### src/rtl/single_port_mem_scheduler.sv
// Round-robin scheduler sharing one single-port memory between load and store requesters.
// Loads return data through per-port EMPTY/PENDING/FULL slots; stores are counted against basic-block announcements.
module single_port_mem_scheduler #(
    parameter int LOAD_COUNT   = 2,
    parameter int STORE_COUNT  = 2,
    parameter int ADDRESS_SIZE = 32,
    parameter int DATA_SIZE    = 32,
    parameter int BB_COUNT     = 1
) (
    input  logic                                  clk,
    input  logic                                  rst,
    input  logic [LOAD_COUNT-1:0]                 rd_valid,
    output logic [LOAD_COUNT-1:0]                 rd_ready,
    input  logic [LOAD_COUNT*ADDRESS_SIZE-1:0]    rd_addr,
    output logic [LOAD_COUNT-1:0]                 rd_data_valid,
    input  logic [LOAD_COUNT-1:0]                 rd_data_ready,
    output logic [LOAD_COUNT*DATA_SIZE-1:0]       rd_data,
    input  logic [STORE_COUNT-1:0]                wr_valid,
    output logic [STORE_COUNT-1:0]                wr_ready,
    input  logic [STORE_COUNT*ADDRESS_SIZE-1:0]   wr_addr,
    input  logic [STORE_COUNT*DATA_SIZE-1:0]      wr_data,
    output logic                                  mem_en,
    output logic                                  mem_we,
    output logic [ADDRESS_SIZE-1:0]               mem_addr,
    output logic [DATA_SIZE-1:0]                  mem_wdata,
    input  logic [DATA_SIZE-1:0]                  mem_rdata,
    input  logic [BB_COUNT-1:0]                   bb_valid,
    input  logic [BB_COUNT*32-1:0]                bb_st_count,
    output logic                                  empty_valid,
    output logic                                  err_underflow
);

    localparam int N     = LOAD_COUNT + STORE_COUNT;
    localparam int PTR_W = (N > 1) ? $clog2(N) : 1;

    typedef enum logic [1:0] {SLOT_EMPTY, SLOT_PENDING, SLOT_FULL} slot_t;

    slot_t                 r_slot      [LOAD_COUNT];
    slot_t                 w_slot_nxt  [LOAD_COUNT];
    logic [DATA_SIZE-1:0]  r_slot_data [LOAD_COUNT];
    logic [PTR_W-1:0]      r_ptr;
    logic [31:0]           r_st_cnt;
    logic                  r_err;

    logic [N-1:0]          w_elig;
    logic [N-1:0]          w_grant;
    logic                  w_any;
    logic [PTR_W-1:0]      w_gidx;
    logic                  w_st_grant;
    logic [31:0]           w_bb_sum;
    logic [31:0]           w_cnt_sum;

    always_comb begin
        for (int i = 0; i < LOAD_COUNT; i++) begin
            w_elig[i] = rd_valid[i] &&
                        ((r_slot[i] == SLOT_EMPTY) || ((r_slot[i] == SLOT_FULL) && rd_data_ready[i]));
        end
        for (int j = 0; j < STORE_COUNT; j++) begin
            w_elig[LOAD_COUNT+j] = wr_valid[j];
        end
    end

    // Circular search: indices at/after the pointer first, then the wrapped-around ones.
    always_comb begin
        w_any  = 1'b0;
        w_gidx = '0;
        for (int i = 0; i < N; i++) begin
            if (!w_any && (i >= int'(r_ptr)) && w_elig[i]) begin
                w_any  = 1'b1;
                w_gidx = PTR_W'(i);
            end
        end
        for (int i = 0; i < N; i++) begin
            if (!w_any && (i < int'(r_ptr)) && w_elig[i]) begin
                w_any  = 1'b1;
                w_gidx = PTR_W'(i);
            end
        end
        w_any = w_any && rst;
        for (int i = 0; i < N; i++) begin
            w_grant[i] = w_any && (w_gidx == PTR_W'(i));
        end
    end

    assign rd_ready   = w_grant[LOAD_COUNT-1:0];
    assign wr_ready   = w_grant[N-1:LOAD_COUNT];
    assign w_st_grant = |wr_ready;

    always_comb begin
        mem_en    = w_any;
        mem_we    = 1'b0;
        mem_addr  = '0;
        mem_wdata = '0;
        for (int i = 0; i < LOAD_COUNT; i++) begin
            if (w_grant[i]) mem_addr = rd_addr[i*ADDRESS_SIZE +: ADDRESS_SIZE];
        end
        for (int j = 0; j < STORE_COUNT; j++) begin
            if (w_grant[LOAD_COUNT+j]) begin
                mem_we    = 1'b1;
                mem_addr  = wr_addr[j*ADDRESS_SIZE +: ADDRESS_SIZE];
                mem_wdata = wr_data[j*DATA_SIZE +: DATA_SIZE];
            end
        end
    end

    always_comb begin
        for (int i = 0; i < LOAD_COUNT; i++) begin
            w_slot_nxt[i] = r_slot[i];
            case (r_slot[i])
                SLOT_EMPTY:   if (w_grant[i]) w_slot_nxt[i] = SLOT_PENDING;
                SLOT_PENDING: w_slot_nxt[i] = SLOT_FULL;
                SLOT_FULL: begin
                    if (w_grant[i])            w_slot_nxt[i] = SLOT_PENDING;
                    else if (rd_data_ready[i]) w_slot_nxt[i] = SLOT_EMPTY;
                end
                default:      w_slot_nxt[i] = SLOT_EMPTY;
            endcase
        end
    end

    always_ff @(posedge clk or negedge rst) begin
        if (!rst) begin
            for (int i = 0; i < LOAD_COUNT; i++) begin
                r_slot[i]      <= SLOT_EMPTY;
                r_slot_data[i] <= '0;
            end
        end else begin
            for (int i = 0; i < LOAD_COUNT; i++) begin
                r_slot[i] <= w_slot_nxt[i];
                if (r_slot[i] == SLOT_PENDING) r_slot_data[i] <= mem_rdata;
            end
        end
    end

    always_comb begin
        for (int i = 0; i < LOAD_COUNT; i++) begin
            rd_data_valid[i]                     = (r_slot[i] == SLOT_FULL);
            rd_data[i*DATA_SIZE +: DATA_SIZE]    = r_slot_data[i];
        end
    end

    always_comb begin
        w_bb_sum = '0;
        for (int k = 0; k < BB_COUNT; k++) begin
            if (bb_valid[k]) w_bb_sum = w_bb_sum + bb_st_count[k*32 +: 32];
        end
        w_cnt_sum = r_st_cnt + w_bb_sum;
    end

    // A store that would take the count below zero pins it at zero and flags the error.
    always_ff @(posedge clk or negedge rst) begin
        if (!rst) begin
            r_ptr    <= '0;
            r_st_cnt <= '0;
            r_err    <= 1'b0;
        end else begin
            if (w_any) r_ptr <= (w_gidx == PTR_W'(N-1)) ? '0 : w_gidx + 1'b1;
            if (w_st_grant) begin
                if (w_cnt_sum == 32'd0) begin
                    r_st_cnt <= 32'd0;
                    r_err    <= 1'b1;
                end else begin
                    r_st_cnt <= w_cnt_sum - 32'd1;
                end
            end else begin
                r_st_cnt <= w_cnt_sum;
            end
        end
    end

    assign empty_valid   = (r_st_cnt == 32'd0) && !(|bb_valid);
    assign err_underflow = r_err;

endmodule

### config.mk
export PLATFORM = sky130hd
export DESIGN_NAME = single_port_mem_scheduler
export DESIGN_NICKNAME = d
export VERILOG_FILES = /design/src/rtl/single_port_mem_scheduler.sv
export SDC_FILE = /design/constraint.sdc
export NUM_CORES = 1
export LEC_CHECK = 0
export BUFFER_PORTS_ARGS = -buffer_cell sky130_fd_sc_hd__clkbuf_2
export CELL_PAD_IN_SITES_DETAIL_PLACEMENT = 0
export CELL_PAD_IN_SITES_GLOBAL_PLACEMENT = 2
export CORE_MARGIN = 1.5
export CORE_UTILIZATION = 23
export CTS_CLUSTER_DIAMETER = 80
export DETAILED_ROUTE_END_ITERATION = 10
export PLACE_DENSITY_LB_ADDON = 0.1
export SLEW_MARGIN = 20
export SYNTH_ARGS = -nofsm -noshare
export SYNTH_HDL_FRONTEND = slang
export SYNTH_SLANG_ARGS = --single-unit
### constraint.sdc
create_clock -name clk -period 3.9 [get_ports clk]
set_input_delay 0.585 -clock clk [delete_from_list [all_inputs] [get_ports clk]]
set_output_delay 0.585 -clock clk [all_outputs]
set_load 0.02 [all_outputs]
======== Yosys cells after proc, flatten, opt, wreduce, memory -nomap -nowiden ========
Index checks and enable logic that the tools add are counted.
word-level totals
  register bits ........................... 103
  latch bits .............................. 0
  RAM bits ................................ 0
  ROM bits ................................ 0
  input port bits ......................... 265
  output and inout port bits .............. 138
  word-level logic and storage cells ...... 100
  memories ................................ 0
cells by class
  add/subtract/negate cells ............... 3
  $mul .................................... 0
  divide/modulo/power cells ............... 0
  $lt $le $gt $ge ......................... 6
  equality and inequality tests ........... 11
  shift-type cells ........................ 0
  muxes and demuxes ....................... 33
  bitwise gates (word level) .............. 0
  reduce and logical (&&, ||, !) cells .... 40
operators with widths
  operator                                                                     count
  32-bit 2-to-1 mux                                                            9
  32-bit logical NOT                                                           2
  32-bit adder                                                                 1
  32-bit by 1-bit subtractor with 32-bit output, second input constant         1
  2-bit 2-to-1 mux                                                             12
  1-bit logical AND                                                            22
  2-bit case mux with 3 select lines                                           2
  1-bit 2-to-1 mux                                                             10
  2-bit equality test, second input constant                                   4
  1-bit logical NOT                                                            7
  2-bit by 1-bit equality test with 1-bit output, second input constant        3
  2-bit logical NOT                                                            3
  3-bit by 2-bit != test with 1-bit output, second input constant              2
  2-bit AND reduction                                                          3
  1-bit by 2-bit >= comparator with 1-bit output, first input constant         2
  1-bit by 2-bit less-than comparator with 1-bit output, first input constant  2
  2-bit != test, second input constant                                         2
  2-bit by 1-bit adder with 2-bit output, second input constant                1
  2-bit >= comparator, first input constant                                    1
  1-bit logical OR                                                             2
  2-bit less-than comparator, first input constant                             1
  2-bit OR reduction                                                           1

======== Depth between registers and ports, before layout ========
  depth in word-level cells ............... 35
  mapped depth ............................ 18
  mapped depth without buffers ............ 17

======== Least setup slack after synthesis ========
OpenSTA, ideal clock, no wires.
  kind .................................... input-to-reg
  from .................................... input bb_valid
  to ...................................... register r_st_cnt[30]
  library setup time ...................... 79 ps
  arrival time ............................ 4,173 ps
  required time ........................... 3,821 ps
  setup slack ............................. -352 ps
  cell stages on the path ................. 15
  buffers on the path ..................... 1
  cells stage by stage .................... clkbuf_1 > and2_1 > ha_1 > inv_1 > fa_1 > nor2b_1 > o21ai_2 > a211oi_1 > nor4_1 > or2_2 > xnor2_1 > or3_1 > or4_1 > nor3_1 > mux2i_1
on the way
  longest elaborated chain between the ends .. 5
  elaborated cells between the ends (all ways) .. 6
  those cells by class .................... add/sub: 2; mux: 3; reduce/logical: 1
ends and longest elaborated chain
  item                                                                                 line      RTL
  from (decl)                                                                          27        input logic [BB_COUNT-1:0] bb_valid,
  32-bit 2-to-1 mux (*)                                                                145       if (bb_valid[k]) w_bb_sum = w_bb_sum + bb_st_count[k*32 +: 32];
  32-bit adder (*)                                                                     147       w_cnt_sum = r_st_cnt + w_bb_sum;
  32-bit by 1-bit subtractor with 32-bit output or 32-bit logical NOT (tied branches)  163, 159
  32-bit 2-to-1 mux                                                                    159       if (w_cnt_sum == 32'd0) begin
  32-bit 2-to-1 mux (*)                                                                158       if (w_st_grant) begin
  to (signal assigned)                                                                 163       r_st_cnt <= w_cnt_sum - 32'd1;
  to (signal assigned)                                                                 166       r_st_cnt <= w_cnt_sum;
  to (decl)                                                                            42        logic [31:0] r_st_cnt;
Mark *: on every way between the ends. The rest lies on a longest branch, timed or not.
A chain may end at the register's enable or synchronous reset.

======== Final worst setup path ========
  from .................................... register r_slot[3] (netlist bit)
  to ...................................... output mem_addr[12]
on the way
  longest elaborated chain between the ends .. 35
  elaborated cells between the ends (all ways) .. 49
  those cells by class .................... eq/ne: 4; mux: 17; reduce/logical: 28
ends and longest elaborated chain
  item                                                    line    RTL
  from (decl)                                             38      slot_t r_slot [LOAD_COUNT];
  from (signal, indexed assignment)                       129     r_slot[i] <= w_slot_nxt[i];
  2-bit equality test                                     56      ((r_slot[i] == SLOT_EMPTY) || ((r_slot[i] == SLOT_FULL) && rd_data_ready[i]));
  1-bit logical AND                                       56
  1-bit logical OR (*)                                    56
  1-bit logical AND (*)                                   55      w_elig[i] = rd_valid[i] &&
  1-bit logical AND                                       68      if (!w_any && (i >= int'(r_ptr)) && w_elig[i]) begin
  1-bit 2-to-1 mux                                        68
  1-bit logical NOT                                       68
  1-bit logical AND (2 in series)                         68
  [16 not listed]                                         --
  1-bit logical NOT                                       74      if (!w_any && (i < int'(r_ptr)) && w_elig[i]) begin
  1-bit logical AND (2 in series)                         74
  2-bit 2-to-1 mux or 1-bit 2-to-1 mux (tied branches)    74
  2-bit logical NOT or 1-bit logical AND (tied branches)  81, 79
  1-bit logical AND                                       81      w_grant[i] = w_any && (w_gidx == PTR_W'(i));
  32-bit 2-to-1 mux (2 in series)                         95      if (w_grant[i]) mem_addr = rd_addr[i*ADDRESS_SIZE +: ADDRESS_SIZE];
  32-bit 2-to-1 mux                                       98      if (w_grant[LOAD_COUNT+j]) begin
  32-bit 2-to-1 mux (*)                                   98
  to (decl)                                               24      output logic [ADDRESS_SIZE-1:0] mem_addr,
Marks and branches as above.

==> out/metrics.json <==
{
  "run_status": "finished, final reports clean",
  "setup_ws_ps": 104,
  "timing.critical_path.required_ps": 3310,
  "timing.critical_path.from_type": "flop",
  "post_layout_nonfiller_instances": 1893,
  "drtAntennaViolNets": 0,
  "combinationalPowerShare_pct": 70.3,
  "antenna-diode-count": 0,
  "area_enclosed_by_the_die_boundary_sq_um": 35700,
  "total_of_fill_cells_in_the_finished_design": 3589,
  "floorplan.initialDensity_pct": 23.5,
  "max-clock-path-buffers": 2,
  "finalHoldWorstSlack_ps": 50.3,
  "die_y_um": 189,
  "power.internal_mw": 5.21,
  "global_route_wire_length_before_repair_mm": 59.8,
  "globalRouteOverflowTotal": 0,
  "totalPowerFinal_mw": 9.85,
  "regArea_sq_um": 2580,
  "syn_inst": 891,
  "flip_flop_cell_with_the_highest_count_after_synthesis": "dfrtp_1",
  "viasPerCell": 4.89,
  "totalNegativeSetupSlack_ps": 0,
  "root_buffer": "clkbuf_16",
  "clock_insertion_delay_worst_skew_ps": 360,
  "grt_start_max_net_pins": 71,
  "synth-edff-count": 0,
  "finalWeightedCongestion": 0.855,
  "crit_path_max_incr_delay_ps": 380,
  "port_buffers": 402,
  "dr_total_vias": 9248,
  "max_transition_margin_pct": 39.2,
  "placement_rows": 67,
  "layout_overhead_on_the_synthesized_area_pct": 58.7,
  "postSynth.asyncResetShare_pct": 100,
  "crit_fanout": 8,
  "grt_antenna_before_repair": 1,
  "grt_pass1_vias": 9412,
  "summed_area_of_non_filler_cells_in_the_final_layout_sq_um": 12600,
  "level_count_of_the_clock_h_tree": 3,
  "setup_viol": 0,
  "route.final.wire_length_mm": 41.7,
  "x_dimension_of_the_die_um": 189,
  "arrival_ps": 3210,
  "tritoncts": "built",
  "leakage_power_summed_over_all_cells_nw": 6.12,
  "io_pins": 403,
  "drt_iter0_markers": 419,
  "ys_seq_area_share_pct": 32.4,
  "dp_hpwl_mm": 35.6,
  "final_max_slew_viol_count": 0,
  "clock_sink_count": 103,
  "path_cells": "nor2b_2 > nor3b_2 > buf_4 > and2_4 > a21oi_1 > nor2_1 > a311o_1 > inv_1 > ha_2 > or2_2 > o311a_4 > buf_12 > buf_4 > a221oi_1 > nor2_1 > clkbuf_2",
  "worst_hold_path_type": "in2async",
  "ys_types": 75,
  "share_clk_of_total_power_pct": 9.5,
  "utilization_pct": 37.3,
  "final.setup_skew_ps": 9.47,
  "power_switching_mw": 4.65,
  "fraction_of_final_layout_cells_with_drive_strength_greater_than_1_pct": 52.9,
  "synth.ff_latch_count": 103,
  "yosys_warning_count": 0,
  "unrepaired_setup_endpoints_after_global_routing": "true",
  "final_hold_viol_count": 0,
  "placed_cell_area_sq_um": 11800,
  "period_utilization_post_route_pct": 97.3,
  "global_route.usage.total_pct": 22.7,
  "worst_slew_pin_slew_ps": 913,
  "post_place_worst_slack_ps": -552,
  "ir_drop_v": 0.000267,
  "post-route-drc-count": 0,
  "synth_nets": 1193,
  "tritoncts.num_buffers": 9,
  "switching_share_of_power_pct": 47.2,
  "standard_cell_core_area_sq_um": 33800,
  "clock_slew_at_reported_path_ffs_ps": 80,
  "mapped_cell_area_sq_um": 7950,
  "count_of_placed_standard_cells_including_taps": 1871,
  "drt-pass1-iter-count": 5,
  "fmax_ghz": 0.263,
  "powerDensity_nw_per_um2": 781,
  "crit_type": "reg2out",
  "drv.max_cap_violation_count": 0,
  "multiInputGateArea_sq_um": 5500,
  "avg_cell_area_syn_sq_um": 8.92,
  "timing.critical_path.slowest_stage_cell": "dfrtp_1",
  "design.final.nets": 1742,
  "route.detailed.wl_per_inst_um": 22.0,
  "power.share.sequential_pct": 20.2,
  "min_period_ps": 3800,
  "setup.worst_path.end_class": "output pin"
}
-- worst max-delay path: cells and delay by family, from the launching register on --
family,cells,cell delay (ps)
adders and majority gates,1,190
and+or+nand+nor,6,940
AOI/OAI and AO/OA,4,640
buffers and inverters,5,710
DFF,1,380
-- placed cells by master, fill, tap and decap left out, types with 19 or more instances in the layout --
cell type / n
ha_1: 26
o21ai_0: 32
a221oi_1: 19
nand2_1: 54
mux2_2: 66
a22o_1: 33
nor2_1: 87
and2_1: 39
o22ai_1: 35
clkbuf_2: 396
buf_4: 188
a21oi_1: 30
dfrtp_1: 103
-- flip-flops by register name, indices dropped and copies added, names as in the netlist --
name and count:
err_underflow 1, rd_data 64, r_ptr 2, r_slot 4, r_st_cnt 32
-- synthesized netlist by cell type, drive strengths merged, types with 7 or more instances --
cell type    n  area share (%)
a211oi      12             1.3
a21o        13             1.3
a21oi       38             2.5
a221oi      32             3.5
a22o        33             3.6
and2        41             3.2
and3         9            0.77
buf          9            0.79
clkbuf      50             2.4
dfrtp      103              32
ha          36             5.7
inv         14            0.66
mux2        66             9.3
nand2       56             2.6
nand2b      11            0.87
nand3       10            0.69
nand4       10            0.79
nor2        91             4.3
nor3        19             1.2
nor4        15             1.4
o211ai       7            0.66
o21a         7            0.66
o21ai       40             2.6
o22ai       35             2.8
or2         11            0.87
or3         12            0.94
xnor2       17             1.9
xor2        13             1.4
-- worst paths after layout --
kind | slack (ps) | depth (start not counted) | start | endpoint
max | 100 | 16 | r_slot[3] | mem_addr[12]
min | 50 | 1 | rst | r_st_cnt[0]
max reg2reg | 220 | 19 | r_slot[3] | r_st_cnt[29]
min reg2reg | 490 | 1 | r_slot[0] | r_slot[0]
max in group asynchronous | 2290 | 3 | rst | rd_data[54]
min in group clk | 470 | 2 | mem_rdata[11] | rd_data[43]
-- power groups by stage --
| stage | Combinational (mW) | Clock [mW] | Sequential (mW) |
|---|---|---|---|
| finish | 6.93 | 0.934 | 1.99 |
| global route | 7.50 | 1.02 | 2.06 |
| CTS | 6.75 | 0.961 | 1.99 |
| detailed placement | 6.59 | 0 | 2.00 |
| global placement | 6.61 | 0 | 1.99 |
| floorplan | 3.31 | 0 | 2.30 |
-- cell families (layout without fill, tap and decap cells) --
logic type	Yosys count	in the layout	share of synthesized area (%)
multiplexers	67	67	9.48
buffers and inverters	73	627	3.84
flip-flops	103	103	32.4
AND/OR/NAND/NOR	310	310	20.2
AO/OA/AOI/OAI	271	271	24.8
XOR/XNOR	30	30	3.31
adder cells (fa/ha/maj)	37	37	5.92
-- area by class of cell --
class | instances | share of cell area (%)
multi-input cells | 715 | 43.6
inverters | 14 | 0.417
clock inverters | 7 | 0.665
clock buffers | 9 | 1.79
well taps | 448 | 4.44
repair buffers | 597 | 28.7
flip-flops and latches | 103 | 20.4
-- layer usage --
layer  track usage [%]  share of wire (%)  vias up
met5                 0                  0        -
met2              39.5                 50      256
li1                  -                  -     4490
met4              7.42                3.2        0
met3              3.61                4.1       38
met1              28.4                 43     4464
-- what timing repair did --
action,CTS,global route
resized for setup,30,60
setup buffers,2,3
pin swaps,5,10
hold buffers,0,0
cloned,0,1
hold endpoints to repair,0,0
endpoints found under the setup margin,54,55
Power figures use the tool's default switching activity.
